<file path="src/rtl/lcd_pkg.sv">
// Shared types and command constants for the character-LCD frame sequencer.
package lcd_pkg;

  localparam int unsigned ADDR_W = 5;

  localparam logic [7:0] FUNC_SET = 8'h28;
  localparam logic [7:0] ENTRY    = 8'h06;
  localparam logic [7:0] DISP_ON  = 8'h0C;
  localparam logic [7:0] CLEAR    = 8'h01;
  localparam logic [7:0] LINE1    = 8'h80;
  localparam logic [7:0] LINE2    = 8'hC0;

  localparam logic [3:0] INIT_NIB    = 4'h3;
  localparam logic [3:0] FOURBIT_NIB = 4'h2;

  typedef enum logic [3:0] {
    StPwrup, StInitA, StInitB, StInitC, StInit4b, StCfg,
    StIdle, StAddr1, StLine1, StAddr2, StLine2
  } lcd_state_e;

  // Per-byte micro-sequence shared by every top-level state.
  typedef enum logic [2:0] {
    PhAddr, PhFetch, PhHiStart, PhHiWait, PhLoStart, PhLoWait, PhWait
  } lcd_phase_e;

  function automatic logic [7:0] cfg_byte(input logic [1:0] idx);
    logic [7:0] b;
    case (idx)
      2'd0:    b = FUNC_SET;
      2'd1:    b = ENTRY;
      2'd2:    b = DISP_ON;
      default: b = CLEAR;
    endcase
    return b;
  endfunction

endpackage

</file>
<file path="src/rtl/lcd_nibble_writer.sv">
// Emits one nibble on the LCD bus: setup, enable pulse, then a data-hold gap.
module lcd_nibble_writer #(
  parameter int unsigned T_SU  = 2,
  parameter int unsigned T_EH  = 12,
  parameter int unsigned T_NIB = 50
) (
  input  logic       cclk,
  input  logic       rstn,
  input  logic       start,
  input  logic [3:0] nibble,
  input  logic       rs,
  output logic       lcde,
  output logic       lcdrs,
  output logic [3:0] lcddat,
  output logic       done
);

  typedef enum logic [1:0] {WrIdle, WrSetup, WrHigh, WrHold} wr_state_e;

  wr_state_e  st_q, st_d;
  logic [7:0] cnt_q, cnt_d;
  logic [3:0] dat_q, dat_d;
  logic       rs_q, rs_d;
  logic       e_q, e_d;

  always_ff @(posedge cclk) begin
    if (!rstn) begin
      st_q  <= WrIdle;
      cnt_q <= '0;
      dat_q <= '0;
      rs_q  <= 1'b0;
      e_q   <= 1'b0;
    end else begin
      st_q  <= st_d;
      cnt_q <= cnt_d;
      dat_q <= dat_d;
      rs_q  <= rs_d;
      e_q   <= e_d;
    end
  end

  always_comb begin
    st_d  = st_q;
    cnt_d = cnt_q;
    dat_d = dat_q;
    rs_d  = rs_q;
    e_d   = e_q;
    done  = 1'b0;
    unique case (st_q)
      WrIdle: begin
        if (start) begin
          dat_d = nibble;
          rs_d  = rs;
          cnt_d = 8'(T_SU - 1);
          st_d  = WrSetup;
        end
      end
      WrSetup: begin
        if (cnt_q == '0) begin
          e_d   = 1'b1;
          cnt_d = 8'(T_EH - 1);
          st_d  = WrHigh;
        end else begin
          cnt_d = cnt_q - 8'd1;
        end
      end
      WrHigh: begin
        if (cnt_q == '0) begin
          e_d   = 1'b0;
          cnt_d = 8'(T_NIB - 1);
          st_d  = WrHold;
        end else begin
          cnt_d = cnt_q - 8'd1;
        end
      end
      WrHold: begin
        if (cnt_q == '0) begin
          done = 1'b1;
          st_d = WrIdle;
        end else begin
          cnt_d = cnt_q - 8'd1;
        end
      end
      default: st_d = WrIdle;
    endcase
  end

  assign lcde   = e_q;
  assign lcdrs  = rs_q;
  assign lcddat = dat_q;

endmodule

</file>
<file path="src/rtl/lcd_frame_sequencer.sv">
// HD44780 4-bit bus driver: power-on init, then 2x16 frame copies on request.
module lcd_frame_sequencer
  import lcd_pkg::*;
#(
  parameter int unsigned T_PWRUP = 750000,
  parameter int unsigned T_INIT1 = 205000,
  parameter int unsigned T_INIT2 = 5000,
  parameter int unsigned T_CMD   = 2000,
  parameter int unsigned T_CLEAR = 82000,
  parameter int unsigned T_SU    = 2,
  parameter int unsigned T_EH    = 12,
  parameter int unsigned T_NIB   = 50
) (
  input  logic              cclk,
  input  logic              rstn,
  input  logic              refresh,
  output logic [ADDR_W-1:0] char_addr,
  input  logic [7:0]        char_data,
  output logic              ready,
  output logic              busy,
  output logic              lcde,
  output logic              lcdrs,
  output logic              lcdrw,
  output logic [3:0]        lcddat
);

  lcd_state_e        st_q, st_d;
  lcd_phase_e        ph_q, ph_d;
  logic [19:0]       wcnt_q, wcnt_d, wait_len;
  logic [7:0]        byte_q, byte_d;
  logic              rs_q, rs_d;
  logic [1:0]        idx_q, idx_d;
  logic [ADDR_W-1:0] addr_q, addr_d;
  logic              ready_q, ready_d;
  logic              pend_q, pend_d;
  logic              wr_start, wr_done;
  logic [3:0]        wr_nib;

  always_ff @(posedge cclk) begin
    if (!rstn) begin
      st_q    <= StPwrup;
      ph_q    <= PhWait;
      wcnt_q  <= 20'(T_PWRUP - 1);
      byte_q  <= '0;
      rs_q    <= 1'b0;
      idx_q   <= '0;
      addr_q  <= '0;
      ready_q <= 1'b0;
      pend_q  <= 1'b0;
    end else begin
      st_q    <= st_d;
      ph_q    <= ph_d;
      wcnt_q  <= wcnt_d;
      byte_q  <= byte_d;
      rs_q    <= rs_d;
      idx_q   <= idx_d;
      addr_q  <= addr_d;
      ready_q <= ready_d;
      pend_q  <= pend_d;
    end
  end

  always_comb begin
    case (st_q)
      StInitA: wait_len = 20'(T_INIT1 - 1);
      StInitB: wait_len = 20'(T_INIT2 - 1);
      default: wait_len = (byte_q == CLEAR && !rs_q) ? 20'(T_CLEAR - 1) : 20'(T_CMD - 1);
    endcase
  end

  always_comb begin
    st_d     = st_q;
    ph_d     = ph_q;
    wcnt_d   = wcnt_q;
    byte_d   = byte_q;
    rs_d     = rs_q;
    idx_d    = idx_q;
    addr_d   = addr_q;
    ready_d  = ready_q;
    pend_d   = pend_q | (refresh && st_q != StIdle);
    wr_start = 1'b0;
    wr_nib   = byte_q[3:0];
    if (st_q == StIdle) begin
      // A refresh on the start cycle is absorbed by this frame.
      if (refresh || pend_q) begin
        st_d   = StAddr1;
        ph_d   = PhHiStart;
        byte_d = LINE1;
        rs_d   = 1'b0;
        pend_d = 1'b0;
      end
    end else begin
      case (ph_q)
        PhAddr:  ph_d = PhFetch;
        PhFetch: begin
          byte_d = char_data;
          ph_d   = PhHiStart;
        end
        PhHiStart: begin
          wr_start = 1'b1;
          wr_nib   = byte_q[7:4];
          ph_d     = PhHiWait;
        end
        PhHiWait: if (wr_done) ph_d = PhLoStart;
        PhLoStart: begin
          wr_start = 1'b1;
          ph_d     = PhLoWait;
        end
        PhLoWait: begin
          if (wr_done) begin
            wcnt_d = wait_len;
            ph_d   = PhWait;
          end
        end
        PhWait: begin
          if (wcnt_q != '0) begin
            wcnt_d = wcnt_q - 20'd1;
          end else begin
            case (st_q)
              StPwrup, StInitA, StInitB: begin
                st_d   = (st_q == StPwrup) ? StInitA : (st_q == StInitA) ? StInitB : StInitC;
                byte_d = {4'h0, INIT_NIB};
                ph_d   = PhLoStart;
              end
              StInitC: begin
                st_d   = StInit4b;
                byte_d = {4'h0, FOURBIT_NIB};
                ph_d   = PhLoStart;
              end
              StInit4b: begin
                st_d   = StCfg;
                idx_d  = 2'd0;
                byte_d = cfg_byte(2'd0);
                ph_d   = PhHiStart;
              end
              StCfg: begin
                if (idx_q == 2'd3) begin
                  ready_d = 1'b1;
                  st_d    = StIdle;
                end else begin
                  idx_d  = idx_q + 2'd1;
                  byte_d = cfg_byte(idx_q + 2'd1);
                  ph_d   = PhHiStart;
                end
              end
              StAddr1, StAddr2: begin
                st_d = (st_q == StAddr1) ? StLine1 : StLine2;
                rs_d = 1'b1;
                ph_d = PhAddr;
              end
              StLine1: begin
                addr_d = addr_q + 5'd1;
                if (addr_q == 5'd15) begin
                  st_d   = StAddr2;
                  rs_d   = 1'b0;
                  byte_d = LINE2;
                  ph_d   = PhHiStart;
                end else begin
                  ph_d = PhAddr;
                end
              end
              StLine2: begin
                addr_d = addr_q + 5'd1;
                if (addr_q == 5'd31) st_d = StIdle;
                else ph_d = PhAddr;
              end
              default: st_d = StIdle;
            endcase
          end
        end
        default: ph_d = PhWait;
      endcase
    end
  end

  lcd_nibble_writer #(
    .T_SU  (T_SU),
    .T_EH  (T_EH),
    .T_NIB (T_NIB)
  ) u_writer (
    .cclk   (cclk),
    .rstn   (rstn),
    .start  (wr_start),
    .nibble (wr_nib),
    .rs     (rs_q),
    .lcde   (lcde),
    .lcdrs  (lcdrs),
    .lcddat (lcddat),
    .done   (wr_done)
  );

  assign char_addr = addr_q;
  assign ready     = ready_q;
  assign busy      = (st_q != StIdle);
  assign lcdrw     = 1'b0;

endmodule
</file>
<file path="config.mk">
export PLATFORM = sky130hd
export DESIGN_NAME = lcd_frame_sequencer
export DESIGN_NICKNAME = d
export VERILOG_FILES = /design/src/rtl/lcd_pkg.sv /design/src/rtl/lcd_nibble_writer.sv /design/src/rtl/lcd_frame_sequencer.sv
export SDC_FILE = /design/constraint.sdc
export NUM_CORES = 1
export LEC_CHECK = 0
export BUFFER_PORTS_ARGS = -buffer_cell sky130_fd_sc_hd__buf_2
export CAP_MARGIN = 20
export CORE_MARGIN = 1
export CORE_UTILIZATION = 33
export DETAILED_ROUTE_END_ITERATION = 10
export GPL_ROUTABILITY_DRIVEN = 0
export REMOVE_ABC_BUFFERS = 1
export SYNTH_ARGS = -nofsm -noshare
export SYNTH_HDL_FRONTEND = slang
export SYNTH_SLANG_ARGS = --single-unit
export TNS_END_PERCENT = 30
</file>
<file path="constraint.sdc">
create_clock -name cclk -period 2.2 [get_ports cclk]
set_clock_uncertainty 0.15 [all_clocks]
set_input_delay 0.66 -clock cclk [delete_from_list [all_inputs] [get_ports cclk]]
set_output_delay 0.66 -clock cclk [all_outputs]
set_load 0.02 [all_outputs]
</file>
# Yosys cells after proc, flatten, opt, wreduce, memory -nomap -nowiden
# Index checks and enable logic that the tools add are counted.
# totals
reg_bits	61
latchBits	0
ramBits	0
mem_bits_ro	0
in_bits	11
output_inout_bits	14
word_cells	164
n_memories	0
# classes
n_addsub	4
mul	0
div	0
n_lt_le_gt_ge	0
n_eq_ne	47
n_shift	0
n_mux	63
bitwise	3
n_reduce_logical	33
# ops
operator	n
$mux W8	9
$mux W20	2
$pmux W20 S2	1
$pmux W8 S5	1
$mux W4	9
$pmux W18 S2	1
$pmux W8 S4	1
$pmux W4 S7	1
$mux W3	7
$pmux W3 S7	1
$reduce_bool A20 Y1	1
$sub A20 B1 Y20 const B	1
$pmux W3 S6	1
$pmux W6 S3	1
$mux W17	1
$eq A4 B3 Y1 const B	4
$mux W2	8
$pmux W8 S2	1
$reduce_and A5 Y1	3
$mux W1	14
$eq A4 B4 Y1 const B	3
$ne A2 B1 Y1 const B	6
$ne A3 B3 Y1 const B	4
$ne A4 B4 Y1 const B	3
40 further kinds	66

# Logic depth before layout (Yosys ltp)
# logic_depth
word_depth	8
mapped_depth	11

# Hierarchy
# Synthesis repeated with hierarchy kept, for this count alone.
# unflattened
hier_cells	509
hier_area_um2	4139.0
# by_module_without_submodules
mod	n_inst	cells_each	area_each_um2
lcd_frame_sequencer	1	388	3160.5
lcd_nibble_writer	1	121	978.4

# Least setup slack after synthesis
# No wires, ideal clock.
# synth_path
path_type	register to register
from	register u_writer.st_q[1]
to	register wcnt_q[12]
setup_ns	0.138
arrival_ns	2.068
required_time_ns	1.912
setup_slack_ns	-0.156
path_stages_with_launch	11
synth_period_minus_slack_ns	2.356
path_cell_list	dfxtp_1 > ha_1 > nor4b_4 > nand2_2 > or2_1 > buf_6 > a21o_1 > buf_2 > buf_2 > o21ai_0 > o211ai_1
# synth_between
elab_chain_len	4
# synth_rtl
item	line	text
from (decl)	lcd_nibble_writer.sv:20	wr_state_e st_q, st_d;
from (signal assigned)	lcd_nibble_writer.sv:28	st_q <= WrIdle;
from (signal assigned)	lcd_nibble_writer.sv:34	st_q <= st_d;
$eq A2 B2 Y1	lcd_nibble_writer.sv:49	unique case (st_q)
$mux W1	lcd_nibble_writer.sv:49	
$ne A2 B1 Y1 (no source line)	-	
$reduce_and A4 Y1 (no source line)	-	
to (signal assigned)	lcd_frame_sequencer.sv:43	wcnt_q <= 20'(T_PWRUP - 1);
to (signal assigned)	lcd_frame_sequencer.sv:53	wcnt_q <= wcnt_d;
to (decl)	lcd_frame_sequencer.sv:29	logic [19:0] wcnt_q, wcnt_d, wait_len;
# Every way passes these cells.
# A chain may end at the register's enable or synchronous reset.

# Worst setup path in the final report
# layout_path
from	register wcnt_q[4]
to	register wcnt_q[17]
# layout_between
elab_chain_len	3
word_cells_on_any_way	6
cone_classes	1 x add/sub; 1 x eq/ne; 2 x mux; 2 x reduce/logical
# layout_rtl
item	line
$sub A20 B1 Y20 / $reduce_bool A20 Y1 (equally long branches)	lcd_frame_sequencer.sv:117, lcd_frame_sequencer.sv:116
$mux W20 / $ne A2 B2 Y1 (equally long branches)	-
$pmux W20 S2 / $reduce_and A4 Y1 (equally long branches)	-
# Parallel ways exist; a longest one is shown, timed or not. The select of a mux whose other input is x is not followed.

==> metrics.txt <==
# TYPE chip_impl_metric gauge
chip_impl_info{name="synth_ff_type",value="dfxtp_1"} 1
chip_impl_metric{name="overflow",unit=""} 0
chip_impl_metric{name="grt.total_usage",unit=""} 0.200
chip_impl_metric{name="adder_cell_share_of_the_synthesized_area",unit=""} 0.0458
chip_impl_metric{name="vdd_ir_drop_max",unit="V"} 0.000460
chip_impl_metric{name="detailroute.via_count",unit=""} 4002
chip_impl_info{name="critical_path.cell_chain",value="nor4_4 -> buf_4 -> nand2_1 -> or3_4 -> nor4_4 -> o21ai_1 -> a221o_1"} 1
chip_impl_metric{name="grt_max_degree",unit=""} 28
chip_impl_metric{name="core.rowCount",unit=""} 38
chip_impl_metric{name="number_of_antenna_violations_at_the_first_check_in_global_routing",unit=""} 0
chip_impl_info{name="most_frequent_cells_in_the_layout",value="72 x buf_4, 57 x nor2_1, 57 x dfxtp_1"} 1
chip_impl_metric{name="antenna-diode-count",unit=""} 0
chip_impl_metric{name="crit_arrival",unit="ps"} 2310
chip_impl_metric{name="yosysUniqueCellTypes",unit=""} 70
chip_impl_metric{name="drv_slew",unit=""} 0
chip_impl_metric{name="wire_per_inst",unit="um"} 16.0
chip_impl_metric{name="cts.sink_count",unit=""} 61
chip_impl_metric{name="worstPathBufferInverterCount",unit=""} 1
chip_impl_info{name="crit_slowest_cell",value="or3_4"} 1
chip_impl_metric{name="syn-mean-instance-area",unit="um2"} 7.83
chip_impl_metric{name="share_of_layout_cells_above_drive_strength_1",unit=""} 0.289
chip_impl_info{name="rr_startpoint",value="wcnt_q[4]$_SDFFE_PN0P_"} 1
chip_impl_metric{name="post-dp-hpwl",unit="mm"} 8.08
chip_impl_metric{name="synth_cells",unit=""} 489
chip_impl_metric{name="multiplexer_share_of_the_synthesized_area",unit=""} 0.0212
chip_impl_info{name="grt_setup_unrepaired",value="true"} 1
chip_impl_info{name="timing_worst_setup_path_type",value="flop to flop"} 1
chip_impl_info{name="worst_hold_path_type",value="flop to flop"} 1
chip_impl_metric{name="hold_buffers",unit=""} 0
chip_impl_metric{name="grt_use_met1",unit=""} 0.260
chip_impl_metric{name="area_share_of_xor_xnor_cells_in_the_synthesized_design",unit=""} 0.0183
chip_impl_metric{name="die-width",unit="um"} 110
chip_impl_metric{name="worst_skew_pair.late_latency",unit="ps"} 340
chip_impl_metric{name="max_clock_freq",unit="MHz"} 447
chip_impl_metric{name="period_needed",unit="ps"} 2240
chip_impl_metric{name="post-route-period-util",unit=""} 1.02
chip_impl_metric{name="required_time_at_the_worst_slack_endpoint",unit="ps"} 2270
chip_impl_metric{name="leakagePower",unit="nW"} 1.98
chip_impl_metric{name="ant_nets",unit=""} 0
chip_impl_metric{name="hold_viol",unit=""} 0
chip_impl_metric{name="place.port_buffers",unit=""} 23
chip_impl_info{name="outcome",value="finished, violations left"} 1
chip_impl_metric{name="seq_area_frac_synth",unit=""} 0.319
chip_impl_metric{name="ys_ff_latch",unit=""} 61
chip_impl_info{name="worstReg2RegEnd",value="wcnt_q[17]$_SDFFE_PN1P_"} 1
chip_impl_metric{name="routed_wirelength",unit="mm"} 11.5
chip_impl_info{name="critical_path_end_type",value="flop"} 1
chip_impl_info{name="min_to",value="byte_q[7]$_SDFFE_PN0P_"} 1
chip_impl_info{name="launch_point_of_the_worst_hold_path",value="byte_q[7]$_SDFFE_PN0P_"} 1
chip_impl_metric{name="die_area",unit="mm2"} 0.0120
chip_impl_metric{name="fin_tns_setup",unit="ps"} -35.6
chip_impl_info{name="final_common_cell",value="buf_4"} 1
chip_impl_info{name="root_buffer",value="clkbuf_16"} 1
chip_impl_metric{name="die_h",unit="um"} 110
chip_impl_metric{name="setup_viol",unit=""} 1
chip_impl_info{name="critical-path-top-delay-family",value="simple AND/OR/NAND/NOR gates"} 1
chip_impl_metric{name="area_growth_syn_to_layout",unit="%"} 33.0
chip_impl_metric{name="reg2regPathDepth",unit=""} 7
chip_impl_metric{name="cts-root-to-sink-buffers",unit=""} 2
chip_impl_metric{name="use_met3",unit=""} 0.0249
chip_impl_info{name="failed_checks",value="setup timing"} 1
chip_impl_metric{name="final_core_util",unit=""} 0.460
chip_impl_metric{name="core-area",unit="mm2"} 0.0111
chip_impl_metric{name="fin_ws",unit="ps"} -35.6
chip_impl_metric{name="worst-r2r-setup-slack",unit="ps"} -40
chip_impl_metric{name="ys_async_sr_fraction",unit=""} 0
chip_impl_metric{name="maxCapViolations",unit=""} 0
chip_impl_metric{name="synth_edf_count",unit=""} 0
chip_impl_metric{name="drt_iter0_drc",unit=""} 278
chip_impl_metric{name="netlist_area",unit="mm2"} 0.00383
chip_impl_metric{name="synthSimpleGateAreaFrac",unit=""} 0.294
chip_impl_metric{name="finalNetCount",unit=""} 598
chip_impl_metric{name="power",unit="mW"} 5.63
chip_impl_metric{name="yosysWarnings",unit=""} 0
chip_impl_metric{name="worst_hold_path_cell_count",unit=""} 2
chip_impl_info{name="busiest_layer",value="met2"} 1
chip_impl_metric{name="worstPathMaxFanout",unit=""} 5
chip_impl_metric{name="detail_route.vias_per_cell",unit=""} 5.57
chip_impl_metric{name="pre_cts_slack",unit="ps"} -108
chip_impl_metric{name="cts-htree-levels",unit=""} 3
chip_impl_info{name="synth_top_family_by_area",value="simple AND/OR/NAND/NOR gates"} 1
chip_impl_metric{name="drc_violations",unit=""} 0
chip_impl_metric{name="finish.instance_area",unit="mm2"} 0.00509
chip_impl_metric{name="ioPinCount",unit=""} 25
chip_impl_metric{name="first_pass_grt_wire_length",unit="mm"} 18.7
chip_impl_metric{name="grt.met2_usage",unit=""} 0.329
chip_impl_metric{name="cp_slowest_stage_delay",unit="ps"} 400
chip_impl_metric{name="numCtsBuffers",unit=""} 9
chip_impl_metric{name="detailed_place.area",unit="mm2"} 0.00454
chip_impl_info{name="crit_top_cell",value="nor4_4"} 1
chip_impl_metric{name="vias_in_the_first_global_route",unit=""} 3773
chip_impl_metric{name="dr.pass1.iters",unit=""} 5
chip_impl_metric{name="synth_compound_area_frac",unit=""} 0.253
chip_impl_metric{name="initial_core_utilization",unit=""} 0.345
chip_impl_metric{name="cts.clk_slew.worst_paths",unit="ps"} 50
chip_impl_metric{name="cellPowerDensity",unit="mW/mm2"} 1110
chip_impl_info{name="type_of_origin_of_the_critical_path",value="flop"} 1
chip_impl_info{name="cts_tree",value="done"} 1
[Yosys cell counts (5+ instances only)]
library cell	instances	area, um2
o21ai_0	33	165
nand3_1	11	55.1
a21o_1	6	45.0
a31oi_1	7	43.8
nor3_1	24	120
nand2b_1	8	50.1
xnor2_1	7	61.3
or3_1	7	43.8
a21oi_1	41	205
nand3b_1	5	37.5
nand2_1	44	165
clkbuf_1	18	67.6
nor2_1	57	214
inv_1	15	56.3
a211oi_1	13	97.6
dfxtp_1	61	1220
nor4_1	6	37.5
o211ai_1	8	60.1
nor2b_1	8	50.1
ha_1	14	175
o31ai_1	8	60.1
mux2i_1	7	70.1
[layer usage]
layer | vias up | wire (um) | part of all wire
met5 | - | 0 | 0
met4 | 0 | 330 | 0.029
met3 | 28 | 475 | 0.041
met2 | 120 | 5490 | 0.48
met1 | 1891 | 5210 | 0.45
li1 | 1963 | - | -
[logic make-up (layout without fill, tap and decap cells)]
kind of cell / Yosys count / in the layout
AOI/OAI and AO/OA: 150 / 150
xor gates and xnor gates: 8 / 8
adders and majority gates: 14 / 14
buffers and inverters: 42 / 131
DFF: 61 / 61
muxes: 8 / 8
other: 1 / 1
and+or+nand+nor: 205 / 205
[flip-flops by register name, summed over array words and instances, names as in the netlist]
name	flops
byte_q	8
char_addr	5
idx_q	2
pend_q	1
ph_q	3
ready	1
rs_q	1
st_q	4
u_writer.cnt_q	8
u_writer.lcddat	4
u_writer.lcde	1
u_writer.lcdrs	1
u_writer.st_q	2
wcnt_q	20
[power breakdown]
| group | internal, mW | switching [mW] | total, mW |
|---|---|---|---|
| logic | 1.21 | 1.51 | 2.72 |
| clock network | 0.937 | 0.533 | 1.47 |
| registers | 1.28 | 0.158 | 1.44 |
[layout make-up]
class	instances	area, um2
fill	1080	5990
multi-input combinational	386	2610
sequential	61	1230
timing repair buffer	99	712
clock buffer	11	253
tap	140	175
inverter	16	60.1
clock inverter	5	58.8
[stage by stage]
step / hold slack [ps] / instances
finish: 339 / 718
CTS: 337 / 713
detailed placement: 327 / 695
global placement: 312 / 695
global route: 357 / 718
floorplan: 294 / 463
[worst max-delay path by stage]
stage / end / from / cells after the start / slack, ps
2_1_floorplan: wcnt_q[18]$_SDFFE_PN0P_ / ph_q[2]$_SDFFE_PN1P_ / 6 / -680
3_3_place_gp: wcnt_q[17]$_SDFFE_PN1P_ / wcnt_q[5]$_SDFFE_PN1P_ / 7 / -100
3_5_place_dp: wcnt_q[17]$_SDFFE_PN1P_ / wcnt_q[4]$_SDFFE_PN0P_ / 7 / -110
4_1_cts: st_q[0]$_SDFFE_PN0P_ / wcnt_q[0]$_SDFFE_PN1P_ / 9 / -60
5_1_grt: wcnt_q[17]$_SDFFE_PN1P_ / wcnt_q[4]$_SDFFE_PN0P_ / 7 / -110
6_report: wcnt_q[17]$_SDFFE_PN1P_ / wcnt_q[4]$_SDFFE_PN0P_ / 7 / -40
[tightest hold or removal path: stages (launching register included)]
cell and delay, ps:
dfxtp_1 320, nand2_1 60, a21oi_1 60
[timing repair]
item / in CTS / in global routing
buffers inserted: 2 / 4
pin swaps: 3 / 14
cloned: 0 / 1
resized for setup: 7 / 40
endpoints found under the setup margin: 9 / 41
Note: power is estimated with default switching activity, not from simulation.
